<file path="config.mk">
export PLATFORM = sky130hd
export DESIGN_NAME = relu_sched_flat
export DESIGN_NICKNAME = d
export VERILOG_FILES = /design/src/rtl/relu_sched_if.sv /design/src/rtl/relu_sched.sv /design/src/flat_wrapper.sv
export SDC_FILE = /design/constraint.sdc
export NUM_CORES = 1
export LEC_CHECK = 0
export BUFFER_PORTS_ARGS = -buffer_cell sky130_fd_sc_hd__buf_4
export CORE_ASPECT_RATIO = 0.5
export CORE_UTILIZATION = 30
export DETAILED_ROUTE_END_ITERATION = 12
export GPL_ROUTABILITY_DRIVEN = 1
export GPL_TIMING_DRIVEN = 0
export HOLD_SLACK_MARGIN = 0.12
export PLACE_DENSITY = 0.67
export SETUP_SLACK_MARGIN = 0.1
export SLEW_MARGIN = 40
export SYNTH_ARGS = -nofsm -noshare
export SYNTH_HDL_FRONTEND = slang
export SYNTH_SLANG_ARGS = --single-unit
</file>
<file path="constraint.sdc">
create_clock -name clk -period 3.7 [get_ports clk]
set_clock_uncertainty 0.05 [all_clocks]
set_input_delay 0.37 -clock clk [delete_from_list [all_inputs] [get_ports clk]]
set_output_delay 0.37 -clock clk [all_outputs]
set_load 0.02 [all_outputs]
</file>
<file path="src/rtl/relu_sched_if.sv">
// Purpose : result stream between relu_sched and its downstream consumer.
//           Carries the rectified value and the index of the neuron it
//           belongs to under a valid/ready handshake.
// Signals : out_valid  source -> sink  out_data/out_idx valid
//           out_ready  sink -> source  sink accepts when valid && ready
//           out_data   source -> sink  rectified result
//           out_idx    source -> sink  neuron index of out_data
// Modports: master = result source (relu_sched), slave = consumer.
interface relu_sched_if #(
    parameter int DATA_W = 18,
    parameter int IDX_W  = 3
);
    logic              out_valid;
    logic              out_ready;
    logic [DATA_W-1:0] out_data;
    logic [IDX_W-1:0]  out_idx;

    modport master (
        output out_valid,
        output out_data,
        output out_idx,
        input  out_ready
    );

    modport slave (
        input  out_valid,
        input  out_data,
        input  out_idx,
        output out_ready
    );
endinterface

</file>
<file path="src/rtl/relu_sched.sv">
// Purpose : shares one combinational relu stage across N_NEURON neuron
//           accumulators. A round-robin arbiter picks a pending neuron, the
//           chosen msb/lsb slices are registered onto the relu operand bus,
//           the rectified value is captured one cycle later and offered on
//           the result stream tagged with the neuron index. A one-cycle
//           grant pulse tells the winner its result has been consumed.
// Ports   : clk, rst      clock and synchronous active-high reset
//           i_req        per-neuron request
//           i_din_msb    neuron i msb at [i*MSB_W +: MSB_W]
//           i_din_lsb    neuron i lsb at [i*LSB_W +: LSB_W]
//           o_grant      one-hot grant pulse
//           o_relu_msb   registered operand msb to the shared relu
//           o_relu_lsb   registered operand lsb to the shared relu
//           i_relu_dout  combinational result from the shared relu
//           out_if       result stream (master side)
//           o_busy       high whenever the FSM is not idle
module relu_sched #(
    parameter int N_NEURON = 8,
    parameter int IDX_W    = 3,
    parameter int MSB_W    = 6,
    parameter int LSB_W    = 12
) (
    input  logic                      clk,
    input  logic                      rst,
    input  logic [N_NEURON-1:0]       i_req,
    input  logic [N_NEURON*MSB_W-1:0] i_din_msb,
    input  logic [N_NEURON*LSB_W-1:0] i_din_lsb,
    output logic [N_NEURON-1:0]       o_grant,
    output logic [MSB_W-1:0]          o_relu_msb,
    output logic [LSB_W-1:0]          o_relu_lsb,
    input  logic [MSB_W+LSB_W-1:0]    i_relu_dout,
    relu_sched_if.master              out_if,
    output logic                      o_busy
);
    localparam int DATA_W = MSB_W + LSB_W;

    typedef enum logic [1:0] {
        ST_IDLE  = 2'd0,
        ST_ISSUE = 2'd1,
        ST_HOLD  = 2'd2
    } state_t;

    state_t                r_state;
    state_t                w_state_nxt;
    logic [IDX_W-1:0]      r_last;
    logic [N_NEURON-1:0]   r_grant;
    logic [MSB_W-1:0]      r_relu_msb;
    logic [LSB_W-1:0]      r_relu_lsb;
    logic                  r_out_valid;
    logic [DATA_W-1:0]     r_out_data;
    logic [IDX_W-1:0]      r_out_idx;
    logic                  r_busy;

    logic [IDX_W-1:0]      w_last_nxt;
    logic [N_NEURON-1:0]   w_grant_nxt;
    logic [MSB_W-1:0]      w_relu_msb_nxt;
    logic [LSB_W-1:0]      w_relu_lsb_nxt;
    logic                  w_out_valid_nxt;
    logic [DATA_W-1:0]     w_out_data_nxt;
    logic [IDX_W-1:0]      w_out_idx_nxt;

    logic                  w_any;
    logic [IDX_W-1:0]      w_win;
    logic [IDX_W-1:0]      w_cand;

    // Round-robin search: first set request starting just after the last winner.
    always_comb begin
        w_any  = 1'b0;
        w_win  = '0;
        w_cand = '0;
        for (int k = 1; k <= N_NEURON; k++) begin
            w_cand = IDX_W'((int'(r_last) + k) % N_NEURON);
            if (!w_any && i_req[w_cand]) begin
                w_any = 1'b1;
                w_win = w_cand;
            end else begin
                w_any = w_any;
            end
        end
    end

    // State and datapath registers.
    always_ff @(posedge clk) begin
        if (rst) begin
            r_state     <= ST_IDLE;
            r_last      <= IDX_W'(N_NEURON - 1);
            r_grant     <= '0;
            r_relu_msb  <= '0;
            r_relu_lsb  <= '0;
            r_out_valid <= 1'b0;
            r_out_data  <= '0;
            r_out_idx   <= '0;
            r_busy      <= 1'b0;
        end else begin
            r_state     <= w_state_nxt;
            r_last      <= w_last_nxt;
            r_grant     <= w_grant_nxt;
            r_relu_msb  <= w_relu_msb_nxt;
            r_relu_lsb  <= w_relu_lsb_nxt;
            r_out_valid <= w_out_valid_nxt;
            r_out_data  <= w_out_data_nxt;
            r_out_idx   <= w_out_idx_nxt;
            r_busy      <= (w_state_nxt != ST_IDLE);
        end
    end

    // Next-state logic.
    always_comb begin
        w_state_nxt = r_state;
        case (r_state)
            ST_IDLE: begin
                if (w_any) begin
                    w_state_nxt = ST_ISSUE;
                end else begin
                    w_state_nxt = ST_IDLE;
                end
            end
            ST_ISSUE: begin
                w_state_nxt = ST_HOLD;
            end
            ST_HOLD: begin
                if (r_out_valid && out_if.out_ready) begin
                    w_state_nxt = ST_IDLE;
                end else begin
                    w_state_nxt = ST_HOLD;
                end
            end
            default: begin
                w_state_nxt = ST_IDLE;
            end
        endcase
    end

    // Next values of the registered outputs; grant is a pulse so it defaults low.
    always_comb begin
        w_last_nxt      = r_last;
        w_grant_nxt     = '0;
        w_relu_msb_nxt  = r_relu_msb;
        w_relu_lsb_nxt  = r_relu_lsb;
        w_out_valid_nxt = r_out_valid;
        w_out_data_nxt  = r_out_data;
        w_out_idx_nxt   = r_out_idx;
        case (r_state)
            ST_IDLE: begin
                if (w_any) begin
                    w_relu_msb_nxt = i_din_msb[int'(w_win)*MSB_W +: MSB_W];
                    w_relu_lsb_nxt = i_din_lsb[int'(w_win)*LSB_W +: LSB_W];
                    w_out_idx_nxt  = w_win;
                    w_last_nxt     = w_win;
                end else begin
                    w_last_nxt = r_last;
                end
            end
            ST_ISSUE: begin
                // Operands have been stable for a full cycle, so the relu result is settled.
                w_out_data_nxt           = i_relu_dout;
                w_out_valid_nxt          = 1'b1;
                w_grant_nxt[r_out_idx]   = 1'b1;
            end
            ST_HOLD: begin
                if (r_out_valid && out_if.out_ready) begin
                    w_out_valid_nxt = 1'b0;
                end else begin
                    w_out_valid_nxt = r_out_valid;
                end
            end
            default: begin
                w_out_valid_nxt = 1'b0;
            end
        endcase
    end

    assign o_grant          = r_grant;
    assign o_relu_msb       = r_relu_msb;
    assign o_relu_lsb       = r_relu_lsb;
    assign o_busy           = r_busy;
    assign out_if.out_valid = r_out_valid;
    assign out_if.out_data  = r_out_data;
    assign out_if.out_idx   = r_out_idx;
endmodule

</file>
<file path="src/flat_wrapper.sv">
// flat-port wrapper written by rule: the top's interface ports become plain ports
module relu_sched_flat 
#(
    parameter int N_NEURON = 8,
    parameter int IDX_W    = 3,
    parameter int MSB_W    = 6,
    parameter int LSB_W    = 12
)
  (clk, rst, i_req, i_din_msb, i_din_lsb, o_grant, o_relu_msb, o_relu_lsb, i_relu_dout, o_busy, out_if_out_valid, out_if_out_data, out_if_out_idx, out_if_out_ready);
  relu_sched_if #(.DATA_W(((6) + (12))), .IDX_W(IDX_W)) out_if_i ();
  input  logic clk;
  input  logic rst;
  input  logic [N_NEURON-1:0] i_req;
  input  logic [N_NEURON*MSB_W-1:0] i_din_msb;
  input  logic [N_NEURON*LSB_W-1:0] i_din_lsb;
  output logic [N_NEURON-1:0] o_grant;
  output logic [MSB_W-1:0] o_relu_msb;
  output logic [LSB_W-1:0] o_relu_lsb;
  input  logic [MSB_W+LSB_W-1:0] i_relu_dout;
  output logic o_busy;
  output wire logic [$bits(out_if_i.out_valid)-1:0] out_if_out_valid;
  output wire logic [$bits(out_if_i.out_data)-1:0] out_if_out_data;
  output wire logic [$bits(out_if_i.out_idx)-1:0] out_if_out_idx;
  input wire logic [$bits(out_if_i.out_ready)-1:0] out_if_out_ready;
  assign out_if_out_valid = out_if_i.out_valid;
  assign out_if_out_data = out_if_i.out_data;
  assign out_if_out_idx = out_if_i.out_idx;
  assign out_if_i.out_ready = out_if_out_ready;
  relu_sched #(.N_NEURON(N_NEURON), .IDX_W(IDX_W), .MSB_W(MSB_W), .LSB_W(LSB_W)) u_core (.clk(clk), .rst(rst), .i_req(i_req), .i_din_msb(i_din_msb), .i_din_lsb(i_din_lsb), .o_grant(o_grant), .o_relu_msb(o_relu_msb), .o_relu_lsb(o_relu_lsb), .i_relu_dout(i_relu_dout), .out_if(out_if_i), .o_busy(o_busy));
endmodule
</file>
# After elaboration in Yosys (flattened, before gate mapping)
# Cells that the tools add are included.
[word_totals]
ff_bits = 54
inputBits = 173
out_inout_bits = 49
[classes]
add_sub_neg = 8
multipliers = 2
magnitude_cmp = 10
n_eq_ne = 3
n_shift = 2
mux = 39
bitwise_logic = 2
reduce_logical = 21
[op_table]
columns = ["op", "n"]
rows = [
  ["96-bit by 32-bit indexed part select with 12-bit output", 1],
  ["48-bit by 32-bit indexed part select with 6-bit output", 1],
  ["3-bit by 4-bit < comparator with 1-bit output (second input constant)", 9],
  ["1-bit binary-select mux with 3-bit select", 8],
  ["3-bit two-way mux", 8],
  ["1-bit two-way mux", 19],
  ["3-bit adder (second input constant)", 4],
  ["3-bit by 2-bit multiplier with 5-bit output (second input constant)", 2],
  ["1-bit logical AND", 9],
  ["1-bit logical NOT", 7],
  ["3-bit by 1-bit adder with 3-bit output (second input constant)", 2],
  ["3-bit by 2-bit adder with 3-bit output (second input constant)", 2],
  ["2-bit one-hot mux with 3 select lines", 1],
  ["2-bit AND reduction", 2],
  ["1-bit demux with 3-bit select", 1],
  ["3-bit by 1-bit >= comparator with 1-bit output (second input constant)", 1],
  ["1-bit one-hot mux with 3 select lines", 1],
  ["2-bit by 1-bit equality test with 1-bit output (second input constant)", 1],
  ["2-bit equality test (second input constant)", 1],
  ["2-bit logical NOT", 1],
  ["2-bit two-way mux", 1],
  ["2-bit by 1-bit inequality test with 1-bit output (second input constant)", 1],
  ["1-bit NOT", 2],
  ["2-bit nonzero test", 1],
  ["2-bit OR reduction", 1],
]

# Logic depth before layout (Yosys ltp)
[logic_depth]
ltp_word = 28
depth_mapped = 18

# Worst setup path after synthesis
# No wires, ideal clock.
[synth_timing]
path_kind = "register to register"
startpoint = "register u_core.r_last[0]"
endpoint = "register u_core.r_relu_lsb[7], in the netlist u_core.o_relu_lsb[7]"
t_arrival_ns = 3.554
required_time_ns = 3.592
path_slack_ns = 0.038
path_stages_with_launch = 19
n_path_buf = 7
cell_sequence = "dfxtp_1 -> buf_6 -> buf_2 -> buf_2 -> inv_1 -> ha_1 -> buf_2 -> buf_4 -> mux2i_1 -> mux4_2 -> o21bai_1 -> a21oi_1 -> a2111oi_1 -> o22ai_2 -> buf_6 -> buf_8 -> mux2_2 -> nand2_1 -> o211a_1"
[synth_between]
elab_chain_len = 27
elab_cells_between_ends = 57
cone_classes = "add/sub (8); mul (1); shift (1); mux (32); reduce/logical (15)"
[synth_lines]
columns = ["item", "line_no", "text"]
rows = [
  ["start, declared", "relu_sched.sv:45", "logic [IDX_W-1:0] r_last;"],
  ["start signal, assigned", "relu_sched.sv:86", "r_last <= IDX_W'(N_NEURON - 1);"],
  ["start signal, assigned", "relu_sched.sv:96", "r_last <= w_last_nxt;"],
  ["3-bit by 1-bit adder with 3-bit output", "relu_sched.sv:72", "w_cand = IDX_W'((int'(r_last) + k) % N_NEURON);"],
  ["1-bit binary-select mux with 3-bit select", "relu_sched.sv:73", "if (!w_any && i_req[w_cand]) begin"],
  ["1-bit two-way mux (not written as such)", "relu_sched.sv:73", ""],
  ["1-bit two-way mux", "relu_sched.sv:73", ""],
  ["1-bit logical NOT", "relu_sched.sv:73", ""],
  ["1-bit logical AND", "relu_sched.sv:73", ""],
  ["1-bit two-way mux", "relu_sched.sv:73", ""],
  ["1-bit logical NOT", "relu_sched.sv:73", ""],
  ["[... 11 more ...]", "n/a", ""],
  ["1-bit logical NOT", "relu_sched.sv:73", ""],
  ["1-bit logical AND", "relu_sched.sv:73", ""],
  ["1-bit two-way mux", "relu_sched.sv:73", ""],
  ["1-bit logical NOT", "relu_sched.sv:73", ""],
  ["1-bit logical AND", "relu_sched.sv:73", ""],
  ["3-bit two-way mux", "relu_sched.sv:73", ""],
  ["3-bit by 2-bit multiplier with 5-bit output", "relu_sched.sv:147", "w_relu_lsb_nxt = i_din_lsb[int'(w_win)*LSB_W +: LSB_W];"],
  ["96-bit by 32-bit indexed part select with 12-bit output", "relu_sched.sv:147", ""],
  ["end signal, assigned", "relu_sched.sv:99", "r_relu_lsb <= w_relu_lsb_nxt;"],
  ["end, declared", "relu_sched.sv:48", "logic [LSB_W-1:0] r_relu_lsb;"],
]
# Several ways; a longest one is shown, not always the timed one. The select of a mux whose other input is x is not followed.
# A chain may end at the register's enable or synchronous reset.

# Worst setup path in the final report
# Ends and elaborated chain as after synthesis.

==> flow_metrics.py <==
metrics = {
    "sta": {
        "min_period_over_period_pct": 95.5,
        "relSlewSlack_pct": 60.4,
        "setup_viol": 0,
        "drv_slew": 0,
        "finalCriticalPeriod_ns": 3.53,
        "rsz0062_at_grt": "yes",
        "finalHoldViolations": 0,
        "tightest_slew_ns": 0.590,
        "max_freq_mhz": 283,
        "whs_ns": 0.269,
        "fin_ws_ns": 0.165,
        "tns_ns": 0,
    },
    "grt": {
        "grt_usage_pct": 18.0,
        "grt_max_degree": 20,
        "antenna_found_initial": 0,
        "grt_pass1_wl_um": 21100,
        "grt_pass1_vias": 4082,
        "grt_overflow": 0,
    },
    "routing": {
        "wirelength_um": 14300,
        "first_pass_iters": 4,
        "drtAntennaViolNets": 0,
        "drt-vias-per-instance": 4.81,
        "dr.first_iter.drc_count": 202,
        "post_drt_wl_per_cell_um": 15.6,
        "drc": 0,
        "via_count": 4414,
    },
    "synthesis": {
        "syn_avg_cell_area_um2": 9.06,
        "synth_edf_count": 0,
        "dominantRegCellSynth": "dfxtp_1",
        "synth_largest_area_cell": "dfxtp_1",
        "yosys-top-cells-area": "dfxtp_1 (26%), mux2i_1 (21%), mux4_2 (6.4%), nand2_1 (5.8%), mux2_2 (5.3%)",
        "synth_cells": 468,
        "synth_most_common_cell": "mux2i_1",
        "synth-seq-cells": 54,
        "async_flop_share_pct": 0,
        "ys_top_cells_by_count": "mux2i_1 (87), nand2_1 (65), dfxtp_1 (54), a21oi_1 (44), nor2_1 (34)",
        "synth_area_um2": 4240,
        "netlist.area_leader.share_pct": 25.5,
        "synth_warnings": 0,
        "syn_nets": 643,
        "ys_seq_area_share_pct": 25.5,
        "synthDistinctLibCells": 56,
    },
    "final_layout": {
        "area_growth_pct": 61.1,
        "fin_area_um2": 6830,
        "drive_above_1_share_pct": 47.2,
        "diodes": 0,
        "finish.utilization_pct": 50.0,
        "fin_nets": 899,
    },
    "pwr": {
        "power_density_nw_per_um2": 1160,
        "leakage_nw": 3.22,
        "ir_worst_vdd_v": 0.000755,
    },
    "job": {
        "drv_cap": 0,
    },
    "clock_tree": {
        "clkLatencyLatePin_ns": 0.29,
        "cts_buffers": 5,
        "cts_sinks": 54,
        "cts_root_buffer": "clkbuf_16",
        "cts_tree": "yes",
        "holdBufCountCts": 0,
        "htreeDepth": 2,
        "clk_path_buf_depth": 2,
        "clk_pin_slew_ns": 0.07,
    },
    "worst_setup_path": {
        "r2r-start": "u_core.r_last[0]",
        "crit_path_end_kind": "register",
        "cp_max_fo": 10,
        "r2r_end": "u_core.o_relu_lsb[7]",
        "worstSetupPathType": "register to register",
        "cp-start-kind": "register",
        "reg2regPathDepth": 18,
        "arrival_ns": 3.73,
        "rrSetupSlack_ns": 0.17,
        "required_ns": 3.89,
    },
    "floorplan": {
        "design.core.area_um2": 13700,
        "start_util_pct": 31.0,
        "die_h_um": 86.1,
        "ios": 222,
        "dieArea_um2": 14600,
        "rows": 30,
        "die_w_um": 170,
    },
    "min_path": {
        "hold_start": "i_relu_dout[14]",
        "hold_class": "primary input to register",
        "min_to": "u_core.out_if.out_data[14]",
        "holdPathStages": 3,
    },
    "place": {
        "dp_hpwl_um": 10800,
        "pre_cts_ws_ns": -0.431,
        "place_area_um2": 6140,
        "place.gp.congestion": 0.870,
        "port_buffers": 221,
    },
    "outcome": {
        "run_status": "complete, no violations",
    },
}
## sequential cells by signal, summed over array words and instances (netlist names)
name,cells
u_core.o_busy,1
u_core.o_grant,8
u_core.o_relu_lsb,12
u_core.o_relu_msb,6
u_core.out_if.out_data,18
u_core.out_if.out_idx,3
u_core.out_if.out_valid,1
u_core.r_last,3
u_core.r_state,2
## cell usage in the layout (no fill, tap or decap), types with 3 or more instances in the layout
| master | instances |
|---|---|
| mux2_4 | 9 |
| dfxtp_1 | 52 |
| buf_4 | 246 |
| buf_8 | 6 |
| buf_6 | 5 |
| mux2i_2 | 3 |
| mux4_2 | 12 |
| buf_2 | 3 |
| clkbuf_16 | 6 |
| o211a_1 | 18 |
| nor2b_1 | 25 |
| mux2i_4 | 4 |
| mux2_2 | 12 |
| a21oi_1 | 43 |
| mux2i_1 | 80 |
| buf_12 | 9 |
| nand2_2 | 3 |
| inv_1 | 6 |
| o21ai_0 | 5 |
| nand2_1 | 62 |
| clkbuf_1 | 9 |
| nand2b_1 | 4 |
| nor2_1 | 34 |
| nor3_1 | 7 |
## logic make-up after synthesis
group | Yosys count | share of synthesized area (%)
muxes | 122 | 33.1
xor gates and xnor gates | 4 | 1.00
adders and majority gates | 2 | 0.590
AOI/OAI and AO/OA | 94 | 15.8
buffers and inverters | 42 | 7.11
and+or+nand+nor | 150 | 16.9
DFF | 54 | 25.5
## where the power goes
| part | switching, mW | internal (mW) |
|---|---|---|
| Sequential | 0.109 | 0.754 |
| Clock | 0.229 | 0.273 |
| Combinational | 3.05 | 3.52 |
| Total | 3.38 | 4.54 |
## critical path: stages (launching register included)
cell	delay, ns
dfxtp_2	0.33
buf_6	0.10
buf_8	0.09
buf_8	0.09
inv_4	0.03
ha_4	0.26
buf_12	0.13
mux2i_4	0.23
mux2i_1	0.11
o221a_1	0.31
nor4b_4	0.37
buf_4	0.19
a2111oi_4	0.06
o22ai_2	0.19
buf_6	0.18
buf_8	0.17
mux2_4	0.31
nand2_1	0.12
o211a_1	0.15
## stage by stage
step	instances	power [mW]
3_5_place_dp	881	6.22
4_1_cts	904	7.39
3_3_place_gp	881	6.17
6_report	917	7.93
5_1_grt	917	8.42
2_1_floorplan	468	4.94
## cell type report
class                      count  area (um^2)
fill                        1305         6830
multi-input combinational    372         3030
timing repair buffer         250         1940
sequential                    54         1080
buffer                        34          354
tap                          192          240
clock buffer                   6          139
inverter                       7         28.8
clock inverter                 2         16.3
## timing repair
| action | CTS | global route |
|---|---|---|
| resized for setup | 24 | 33 |
| gates cloned | 1 | 1 |
| buffers inserted | 15 | 12 |
| pin swaps | 6 | 6 |
| endpoints found under the hold margin | 0 | 0 |
| endpoints found under the setup margin | 26 | 22 |
## how the worst max path moves through the flow
stage | start | endpoint | slack, ns | depth (start not counted)
floorplan | u_core.r_last[0] | u_core.o_relu_lsb[7] | 0.15 | 18
global placement | u_core.r_last[0] | u_core.o_relu_lsb[0] | -0.44 | 18
detailed placement | u_core.r_last[0] | u_core.o_relu_lsb[5] | -0.43 | 16
CTS | u_core.r_last[0] | u_core.o_relu_lsb[9] | 0.11 | 16
global route | u_core.r_last[0] | u_core.o_relu_msb[1] | 0.04 | 18
finish | u_core.r_last[0] | u_core.o_relu_lsb[7] | 0.17 | 18
## layer usage
metal	vias to the layer above	routed length (um)	GRT usage (%)
li1	2198	-	-
met1	2113	6450	23.7
met2	99	7260	32.9
met3	4	562	1.85
met4	0	31	1.56
met5	-	0	0
No activity file was read; power rests on OpenSTA's default activity.
